<file path="config.mk">
export PLATFORM = sky130hd
export DESIGN_NAME = traffic_light_monitor
export DESIGN_NICKNAME = d
export VERILOG_FILES = /design/src/rtl/traffic_light_monitor.sv
export SDC_FILE = /design/constraint.sdc
export NUM_CORES = 1
export LEC_CHECK = 0
export CAP_MARGIN = 25
export CORE_AREA = 10 10 66 108
export CTS_BUF_LIST = sky130_fd_sc_hd__clkbuf_16
export DETAILED_ROUTE_END_ITERATION = 12
export DIE_AREA = 0 0 76 118
export MAX_ROUTING_LAYER = met4
export PLACE_DENSITY = 0.86
export SLEW_MARGIN = 20
export SYNTH_ARGS = -nofsm -noshare
export SYNTH_HDL_FRONTEND = slang
export SYNTH_SLANG_ARGS = --single-unit
</file>
<file path="constraint.sdc">
create_clock -name clk -period 1.65 [get_ports clk]
set_clock_uncertainty 0.05 [all_clocks]
set_input_delay 0.2475 -clock clk [delete_from_list [all_inputs] [get_ports clk]]
set_output_delay 0.2475 -clock clk [all_outputs]
set_load 0.05 [all_outputs]
</file>
<file path="src/rtl/traffic_light_monitor.sv">
// Passive checker for a two-direction traffic light controller.
// Tracks each direction's lamp phase and flags illegal codes, sequences, conflicts and yellow timing.
module traffic_light_monitor #(
    parameter int YMIN = 2,
    parameter int YMAX = 6
) (
    input  logic       clk,
    input  logic       rst,
    input  logic       Ra,
    input  logic       Ga,
    input  logic       Ya,
    input  logic       Rb,
    input  logic       Gb,
    input  logic       Yb,
    input  logic       clr_err,
    output logic       err_conflict,
    output logic       err_code,
    output logic       err_seq,
    output logic       err_ydur,
    output logic       err_pulse,
    output logic [7:0] phases_a,
    output logic [7:0] phases_b
);

    typedef enum logic [1:0] {
        ST_UNK,
        ST_GREEN,
        ST_YELLOW,
        ST_RED
    } light_t;

    localparam logic [7:0] YMIN_L = 8'(YMIN);
    localparam logic [7:0] YMAX_L = 8'(YMAX);

    logic [2:0] lamps     [2];
    light_t     state_q   [2];
    light_t     state_d   [2];
    logic [7:0] dwell_q   [2];
    logic [7:0] dwell_d   [2];
    logic [7:0] phases_q  [2];
    logic [7:0] phases_d  [2];
    logic       yleg_q    [2];
    logic       yleg_d    [2];
    logic       dec_valid [2];
    light_t     dec_state [2];
    logic       legal     [2];
    logic       code_v    [2];
    logic       seq_v     [2];
    logic       ydur_v    [2];
    logic       conflict_v;
    logic       any_v;

    assign lamps[0] = {Ra, Ga, Ya};
    assign lamps[1] = {Rb, Gb, Yb};

    assign phases_a = phases_q[0];
    assign phases_b = phases_q[1];

    // yleg remembers whether the current yellow was entered from green, so only full cycles count as phases
    always_comb begin
        conflict_v = (Ga | Ya) & (Gb | Yb);
        for (int i = 0; i < 2; i++) begin
            state_d[i]   = state_q[i];
            dwell_d[i]   = dwell_q[i];
            phases_d[i]  = phases_q[i];
            yleg_d[i]    = yleg_q[i];
            code_v[i]    = 1'b0;
            seq_v[i]     = 1'b0;
            ydur_v[i]    = 1'b0;
            dec_valid[i] = 1'b1;
            dec_state[i] = ST_UNK;
            legal[i]     = 1'b0;

            case (lamps[i])
                3'b100:  dec_state[i] = ST_RED;
                3'b010:  dec_state[i] = ST_GREEN;
                3'b001:  dec_state[i] = ST_YELLOW;
                default: dec_valid[i] = 1'b0;
            endcase

            if (!dec_valid[i]) begin
                code_v[i] = 1'b1;
            end else if (state_q[i] == ST_UNK) begin
                state_d[i] = dec_state[i];
                dwell_d[i] = 8'd1;
                yleg_d[i]  = 1'b0;
            end else if (dec_state[i] == state_q[i]) begin
                dwell_d[i] = (dwell_q[i] == 8'hFF) ? dwell_q[i] : dwell_q[i] + 8'd1;
                if (state_q[i] == ST_YELLOW && dwell_q[i] == YMAX_L) begin
                    ydur_v[i] = 1'b1;
                end
            end else begin
                legal[i] = (state_q[i] == ST_GREEN  && dec_state[i] == ST_YELLOW) ||
                           (state_q[i] == ST_YELLOW && dec_state[i] == ST_RED)    ||
                           (state_q[i] == ST_RED    && dec_state[i] == ST_GREEN);
                seq_v[i]   = !legal[i];
                state_d[i] = dec_state[i];
                dwell_d[i] = 8'd1;
                yleg_d[i]  = (state_q[i] == ST_GREEN && dec_state[i] == ST_YELLOW);
                if (state_q[i] == ST_YELLOW && dwell_q[i] < YMIN_L) begin
                    ydur_v[i] = 1'b1;
                end
                if (state_q[i] == ST_YELLOW && dec_state[i] == ST_RED && yleg_q[i]) begin
                    phases_d[i] = (phases_q[i] == 8'hFF) ? phases_q[i] : phases_q[i] + 8'd1;
                end
            end
        end
        any_v = conflict_v | code_v[0] | code_v[1] | seq_v[0] | seq_v[1] |
                ydur_v[0] | ydur_v[1];
    end

    always_ff @(posedge clk) begin
        for (int i = 0; i < 2; i++) begin
            if (rst) begin
                state_q[i]  <= ST_UNK;
                dwell_q[i]  <= 8'd0;
                phases_q[i] <= 8'd0;
                yleg_q[i]   <= 1'b0;
            end else begin
                state_q[i]  <= state_d[i];
                dwell_q[i]  <= dwell_d[i];
                phases_q[i] <= phases_d[i];
                yleg_q[i]   <= yleg_d[i];
            end
        end
    end

    // A violation seen in the same cycle as clr_err keeps its flag set
    always_ff @(posedge clk) begin
        if (rst) begin
            err_conflict <= 1'b0;
            err_code     <= 1'b0;
            err_seq      <= 1'b0;
            err_ydur     <= 1'b0;
            err_pulse    <= 1'b0;
        end else begin
            err_conflict <= conflict_v | (err_conflict & ~clr_err);
            err_code     <= code_v[0] | code_v[1] | (err_code & ~clr_err);
            err_seq      <= seq_v[0] | seq_v[1] | (err_seq & ~clr_err);
            err_ydur     <= ydur_v[0] | ydur_v[1] | (err_ydur & ~clr_err);
            err_pulse    <= any_v;
        end
    end

endmodule

</file>
==> Word level (Yosys, flattened, before mapping) <==
Memories as Yosys holds them, arrays and structs flattened.
Cells that the tools add are included.
{ "totals": {"out_inout_bits": 21, "mem_count": 4, "ff_bits": 5, "ram_bits": 38} }
{ "memory_table": {"columns": ["memory", "words", "width", "rd", "rd_clocked_by_memory_dff", "wr", "line", "text"], "rows": [
  ["dwell_q", 2, 8, 2, 0, 2, "38", "logic [7:0] dwell_q [2];"],
  ["phases_q", 2, 8, 2, 0, 2, "40", "logic [7:0] phases_q [2];"],
  ["state_q", 2, 2, 2, 0, 2, "36", "light_t state_q [2];"],
  ["yleg_q", 2, 1, 2, 0, 2, "42", "logic yleg_q [2];"]
]} }
{ "classes": {"n_lt_le_gt_ge": 2, "n_bitwise": 29, "addsub": 4, "muxes": 63, "eq_ne": 26, "n_reduce_logical": 22} }
{ "op_table": {"columns": ["operator", "count"], "rows": [
  ["$mux W8", 22],
  ["$add A8 B1 Y8 const B", 4],
  ["$eq A8 B8 Y1 const B", 4],
  ["$mux W1", 31],
  ["$or A1 B1 Y1", 23],
  ["$eq A2 B2 Y1 const B", 8],
  ["$eq A8 B3 Y1 const B", 2],
  ["$lt A8 B2 Y1 const B", 2],
  ["$mux W2", 8],
  ["$logic_and A1 B1 Y1", 12],
  ["$pmux W2 S3", 2],
  ["$eq A2 B1 Y1 const B", 4],
  ["$eq A3 B1 Y1 const B", 2],
  ["$eq A3 B2 Y1 const B", 2],
  ["$eq A3 B3 Y1 const B", 2],
  ["$reduce_or A3 Y1", 2],
  ["$and A1 B1 Y1", 5],
  ["$eq A2 B2 Y1", 2],
  ["$logic_not A2 Y1", 2],
  ["$logic_or A1 B1 Y1", 4],
  ["$logic_not A1 Y1", 2],
  ["$not A1 Y1", 1]
]} }

==> Logic depth before layout (Yosys ltp) <==
Gate-level depths: netlist (run 1).
{ "depth": {"depth_word": 14, "ltp_mapped": 7} }

==> Worst setup path after synthesis (run 1) <==
OpenSTA, ideal clock, no wires.
{ "synth_path": {"path_type": "reg-to-reg", "from": "memory phases_q[1][0]", "to": "memory phases_q[1][5]", "t_required_ps": 1472, "stages_incl_launch_ff": 7, "setup_ps": 128, "period_less_slack_ps": 1993, "arrival_ps": 1815, "path_buffers": 0, "slack_ps": -343, "path_cell_list": "dfxtp_1 -> ha_1 -> nand3_1 -> o211ai_1 -> nor3_1 -> xnor2_1 -> nor2_1"} }
{ "synth_rtl": {"columns": ["item", "line"], "rows": [
  ["start: declaration", "40"]
]} }

==> metrics.cfg, run 1 <==
[cts]
numCtsBuffers = 5
cts_buffer_depth = 2
h-tree-depth = 2
cts-root-buf = clkbuf_16
cts_tree = built
clkLatencyLatePin_ns = 0.30
clock-sinks = 43
path_clk_slew_ns = 0.07

[status]
status = finished with violations
violations = negative setup slack

[power_and_ir_drop]
power_mw = 2.769
powerDensity_nw_per_um2 = 651.5
p_switching_uw = 822.3
p_comb_share_pct = 23.9
seqPwrFrac_pct = 39.4
leakage_nw = 1.683
max-vdd-ir-drop_mv = 0.8675
p_clk_share_pct = 36.8
internal_power_mw = 1.947
sw_frac_of_total_pct = 29.70

[detailed_routing]
first_pass_iters = 7
drt_iter0_drc = 230
ant_nets = 0
post-route-drc-count = 0
wire_per_inst_um = 19.94
routed_via_density = 6.178
wirelength_um = 10430
via_count = 3231

[synthesis]
ys_warn_count = 0
synth_top_area_share_pct = 32.86
async_flop_share_pct = 0
synth_edf_count = 0
yosysTopAreaCell = dfxtp_1
synthDistinctLibCells = 63
ys_seq_area_share_pct = 32.86
synth_nets = 341
ys_seq_elements = 43
synth_area_um2 = 2620
netlist_instances = 326
synth.avg_cell_area_um2 = 8.037
synthFlopType = dfxtp_1
synth.area.top_cells = dfxtp_1 33%, nor2_1 5.3%, nand3_1 4.2%, a21oi_1 4.0%, xnor2_1 3.3%

[global_routing]
grt_pass1_wl_um = 14810
grt_overflow = 0
grt_pass1_vias = 3200
grt_max_degree = 19
antenna_found_initial = 0
gr-usage-all-layers_pct = 20.26

[critical_path]
criticalPathCategory = flop to flop
worstSetupEndpointType = flop
cp_data_arrival_time_ns = 1.99
startpoint_type = flop
critPathRequiredTime_ns = 1.80
cp_max_fo = 4

[place]
placed_area_um2 = 3458
port_buffers = 29
place_ws_ns = -0.6888
gp_congestion = 0.9726
dp_hpwl_um = 5732

[timing]
max_slew_margin_pct = 62.23
setup_violations = 7
hold_violations = 0
setup_ws_ns = -0.1841
worst_slew_pin_slew_ns = 0.5587
max_freq_ghz = 0.5452
rsz0062_at_grt = yes
slew_violations = 0
fin_crit_ns = 1.834
post-route-period-util_pct = 111.2

[floorplan]
start_util_pct = 49.45
pin_count = 30
core_area_um2 = 5299
die_y_um = 118
num_rows = 35
die_w_um = 76
die_area_um2 = 8968

[finish]
syn2layout_area_growth_pct = 62.23
antenna_cells = 0
fin_area_um2 = 4250
fin_nets = 463
drive_above_1_share_pct = 49.67

[worst_hold_path]
hp-class = flop to flop

[flow_run]
cap_viol_max_count = 0

## cells by family (layout without fill, tap and decap cells)
logic type / Yosys count / after routing / share of synthesized area (%)
compound gates: 81 / 81 / 21.78
xor+xnor: 16 / 16 / 5.348
fa+ha+maj: 7 / 7 / 3.295
buf+inv: 36 / 159 / 5.826
flops: 43 / 43 / 32.86
mux: 4 / 4 / 1.576
simple gates: 139 / 139 / 29.32
## metrics by stage
step                cells  util [%]  hold slack (ns)  setup TNS [ns]
floorplan             326         -           0.3381         -0.2609
global placement      483     65.27           0.4076          -16.76
detailed placement    483     65.27           0.4118          -18.06
CTS                   514     75.11           0.4235         -0.4492
global route          523     80.21           0.4736          -2.002
finish                523     80.21           0.4289         -0.7517
## layout by cell type (no fill, tap or decap), types with 4 or more instances in the layout
cell         n
nor3_1       6
xnor2_1      8
buf_4      110
xor2_1       5
o21ai_0      9
nand2_1      7
nand4_1      5
inv_1       16
o21ai_1      4
nor3_2       4
dfxtp_4      4
dfxtp_1     18
nor2_1      34
buf_6       17
dfxtp_2     21
a211oi_1     4
a21oi_1     18
nand2b_1     9
nand3b_1     5
or3_1        6
nand3_1     21
clkbuf_16    5
## cell type report
type                       count  area [um2]
fill                         296        1049
timing repair buffer         135        1076
clock inverter                 3       25.02
clock buffer                   5       125.1
tap                           74       92.59
sequential                    43       902.1
multi-input combinational    247        1969
inverter                      16       60.06
## flip-flops by register name, summed over array words and instances, names as in the netlist
name,flops
err_seq,1
err_pulse,1
err_code,1
phases_q,16
err_ydur,1
yleg_q,2
err_conflict,1
dwell_q,16
state_q,4
## power by group through the flow
stage / clock network (mW) / logic, mW / registers [mW]
floorplan: 0 / 0.248 / 1.13
global placement: 0 / 0.450 / 1.10
detailed placement: 0 / 0.460 / 1.10
CTS: 1.02 / 0.555 / 1.08
global route: 1.06 / 0.698 / 1.09
finish: 1.02 / 0.661 / 1.09
## worst max-delay path, cell delays in order (launching register included)
cell and delay [ns]:
dfxtp_2 0.34, or3b_4 0.41, a21boi_4 0.28, buf_4 0.17, o311a_1 0.19, o2111ai_2 0.18
o311ai_1 0.13
## timing repair
| action | in CTS | in global routing |
|---|---|---|
| setup buffers | 24 | 9 |
| hold buffers | 0 | 0 |
| gates resized for setup | 69 | 49 |
| pin swaps | 36 | 27 |
| endpoints found under the setup margin | 37 | 31 |
## cells in the mapped netlist, types with 8 or more instances
cell type,number
nand2b_1,10
nor2_1,37
dfxtp_1,43
nand3_1,22
a21oi_1,21
o21ai_0,12
nor3_1,11
clkbuf_1,11
or3_1,8
xnor2_1,10
inv_1,16
nand2_1,9
## layer usage
layer,vias up,wire length (um),track usage [%]
met5,-,0,-
met2,171,5542,36.97
met3,80,439,2.905
met4,0,818,15.83
met1,1532,3627,18.03
li1,1448,-,-
## final timing paths
path,cells after the start,startpoint,endpoint,slack [ns]
min,2,err_conflict,err_conflict,0.43
max,6,state_q[0][0],err_ydur,-0.18
max reg2reg,6,state_q[0][0],err_ydur,-0.18
min reg2reg,2,err_conflict,err_conflict,0.43
Power figures use the tool's default switching activity.
==> inputs of run 2 (changes only) <==
CORE_AREA = 10 10 82 137   (was 10 10 66 108)
DIE_AREA = 0 0 92 147   (was 0 0 76 118)
PLACE_DENSITY = 0.61   (was 0.86)
==> run 2 against run 1 <==
Effect of this change: the run still ends with negative setup slack left; highest routed layer unchanged; count of clock-buffer cells in the layout unchanged; power decreased by 1.8%; sequential cell count unchanged; design area increased by 1.5%; core utilization decreased by 32 points.
==> metrics.cfg, run 2 (same netlist as run 1, synthesis figures left out) <==
[status]
status = finished with violations  ; unchanged
violations = negative setup slack  ; unchanged

[timing]
max_freq_ghz = 0.5718  ; was 0.5452 GHz
slew_violations = 0  ; unchanged
fin_crit_ns = 1.749  ; was 1.834 ns
setup_violations = 11  ; was 7
max_slew_margin_pct = 73.80  ; was 62.23%
worst_slew_pin_slew_ns = 0.3876  ; was 0.5587 ns
post-route-period-util_pct = 106.0  ; was 111.2%
tns_ns = -0.6238  ; was -0.7517 ns
setup_ws_ns = -0.09886  ; was -0.1841 ns
hold_slack_ns = 0.4386  ; was 0.4289 ns
rsz0062_at_grt = yes  ; unchanged
hold_violations = 0  ; unchanged

[power_and_ir_drop]
powerDensity_nw_per_um2 = 630.2  ; was 651.5 nW/um2
leakage_nw = 1.679  ; was 1.683 nW
max-vdd-ir-drop_mv = 0.6336  ; was 0.8675 mV
power_mw = 2.719  ; was 2.769 mW

[critical_path]
startpoint_type = flop  ; unchanged
criticalPathCategory = flop to flop  ; unchanged
critPathRequiredTime_ns = 1.80  ; about the same
cp_max_fo = 5  ; was 4
cp_data_arrival_time_ns = 1.90  ; was 1.99 ns
worstSetupEndpointType = flop  ; unchanged
rr_worst_depth = 5  ; was 6

[floorplan]
die_y_um = 147  ; was 118 um
die_area_um2 = 13520  ; was 8968 um2
pin_count = 30  ; unchanged
start_util_pct = 29.18  ; was 49.45%
die_w_um = 92  ; was 76 um
core_area_um2 = 8979  ; was 5299 um2
num_rows = 46  ; was 35

[detailed_routing]
routed_via_density = 5.117  ; was 6.178
via_count = 2922  ; was 3231
wirelength_um = 8581  ; was 10430 um
post-route-drc-count = 0  ; unchanged
drt_iter0_drc = 202  ; was 230
ant_nets = 0  ; unchanged
first_pass_iters = 4  ; was 7
wire_per_inst_um = 15.03  ; was 19.94 um

[cts]
numCtsBuffers = 5  ; unchanged
cts_buffer_depth = 2  ; unchanged
h-tree-depth = 2  ; unchanged
cts_tree = built  ; unchanged
cts-root-buf = clkbuf_16  ; unchanged
clkLatencyLatePin_ns = 0.29  ; was 0.30 ns
path_clk_slew_ns = 0.07  ; about the same
clock-sinks = 43  ; unchanged

[place]
port_buffers = 29  ; unchanged
dp_hpwl_um = 6021  ; was 5732 um
placed_area_um2 = 3618  ; was 3458 um2
place_ws_ns = -0.7609  ; was -0.6888 ns
gp_congestion = 0.8833  ; was 0.9726

[worst_hold_path]
holdPathStages = 2  ; unchanged
hp-class = flop to flop  ; unchanged

[finish]
drive_above_1_share_pct = 49.22  ; was 49.67%
antenna_cells = 0  ; unchanged
fin_nets = 465  ; was 463
final_cell_mix = 112 x buf_4, 32 x nor2_1, 24 x dfxtp_1  ; was 110 x buf_4, 34 x nor2_1, 21 x nand3_1, 21 x dfxtp_2
fin_area_um2 = 4314  ; was 4250 um2
final_common_cell = buf_4  ; unchanged
syn2layout_area_growth_pct = 64.66  ; was 62.23%
largestRegisters = dwell_q x16, phases_q x16, state_q x4  ; unchanged

[global_routing]
grt_pass1_wl_um = 13970  ; was 14810 um
grt_pass1_vias = 3094  ; was 3200
antenna_found_initial = 0  ; unchanged
grt_max_degree = 19  ; unchanged
gr-usage-all-layers_pct = 12.76  ; was 20.26%
grt_overflow = 0  ; unchanged

[flow_run]
cap_viol_max_count = 0  ; unchanged

[run 2: cell types whose count changed in the layout (fill, tap and decap cells not counted), sizes merged]
cell         before  now
clkinvlp          1    2
clkbuf            6    5
dlygate4sd2       1    3
buf             130  131
clkinv            2    1
[run 2: area by class of cell]
type | instances | area, um2
Clock inverter | 3 | 20.02
Fill cell | 876 | 4664
Tap cell | 120 | 150.1
Multi-Input combinational cell | 247 | 1962
Sequential cell | 43 | 894.6
Clock buffer | 5 | 125.1
Timing Repair Buffer | 137 | 1102
Inverter | 16 | 60.06
[run 2: through the flow]
stage	instances	util, %
after CTS	568	45.32
after floorplan	326	-
after global routing	571	48.05
after detailed placement	541	40.30
final	571	48.05
after global placement	541	40.30
[run 2: repair_timing]
action | 4_1_cts | 5_1_grt
pin swaps | 30 | 33
gates resized for setup | 56 | 54
buffers inserted | 18 | 3
endpoints found under the hold margin | 0 | 0
gates cloned | 1 | 0
setup endpoints to repair | 34 | 33
hold buffers | 0 | 0
[run 2: critical path, stage by stage (launching register included)]
cell      delay, ns
dfxtp_4        0.37
or4_4          0.55
a31oi_4        0.19
o211ai_1       0.10
a211o_1        0.32
o311ai_1       0.09
[run 2: path summary, 6_finish.rpt]
kind                 start       end  slack (ns)
max          state_q[1][1]  err_ydur        -0.1
min               err_code  err_code        0.44
max reg2reg  state_q[1][1]  err_ydur        -0.1
min reg2reg       err_code  err_code        0.44
[run 2: routing by layer]
layer,up-vias,track usage [%],wire length [um]
li1,1455,-,-
met1,1408,11.93,3257
met2,42,24.29,4944
met3,17,1.786,138
met4,0,6.357,241
met5,-,-,0
[run 2: report_power, final]
part,total (mW),internal (mW),leakage [nW],switching (mW)
Combinational,0.628,0.311,1.25,0.317
Clock,1.01,0.559,0.0658,0.454
Sequential,1.08,1.06,0.359,0.0197
Total,2.72,1.93,1.68,0.790
==> inputs of run 3 (changes only) <==
CORE_AREA = 10 10 66 108   (was 10 10 82 137)
DIE_AREA = 0 0 76 118   (was 0 0 92 147)
PLACE_DENSITY = 0.86   (was 0.61)
==> results of run 3 <==
Same layout as run 1: the final DEF is identical, and so are final timing and power.
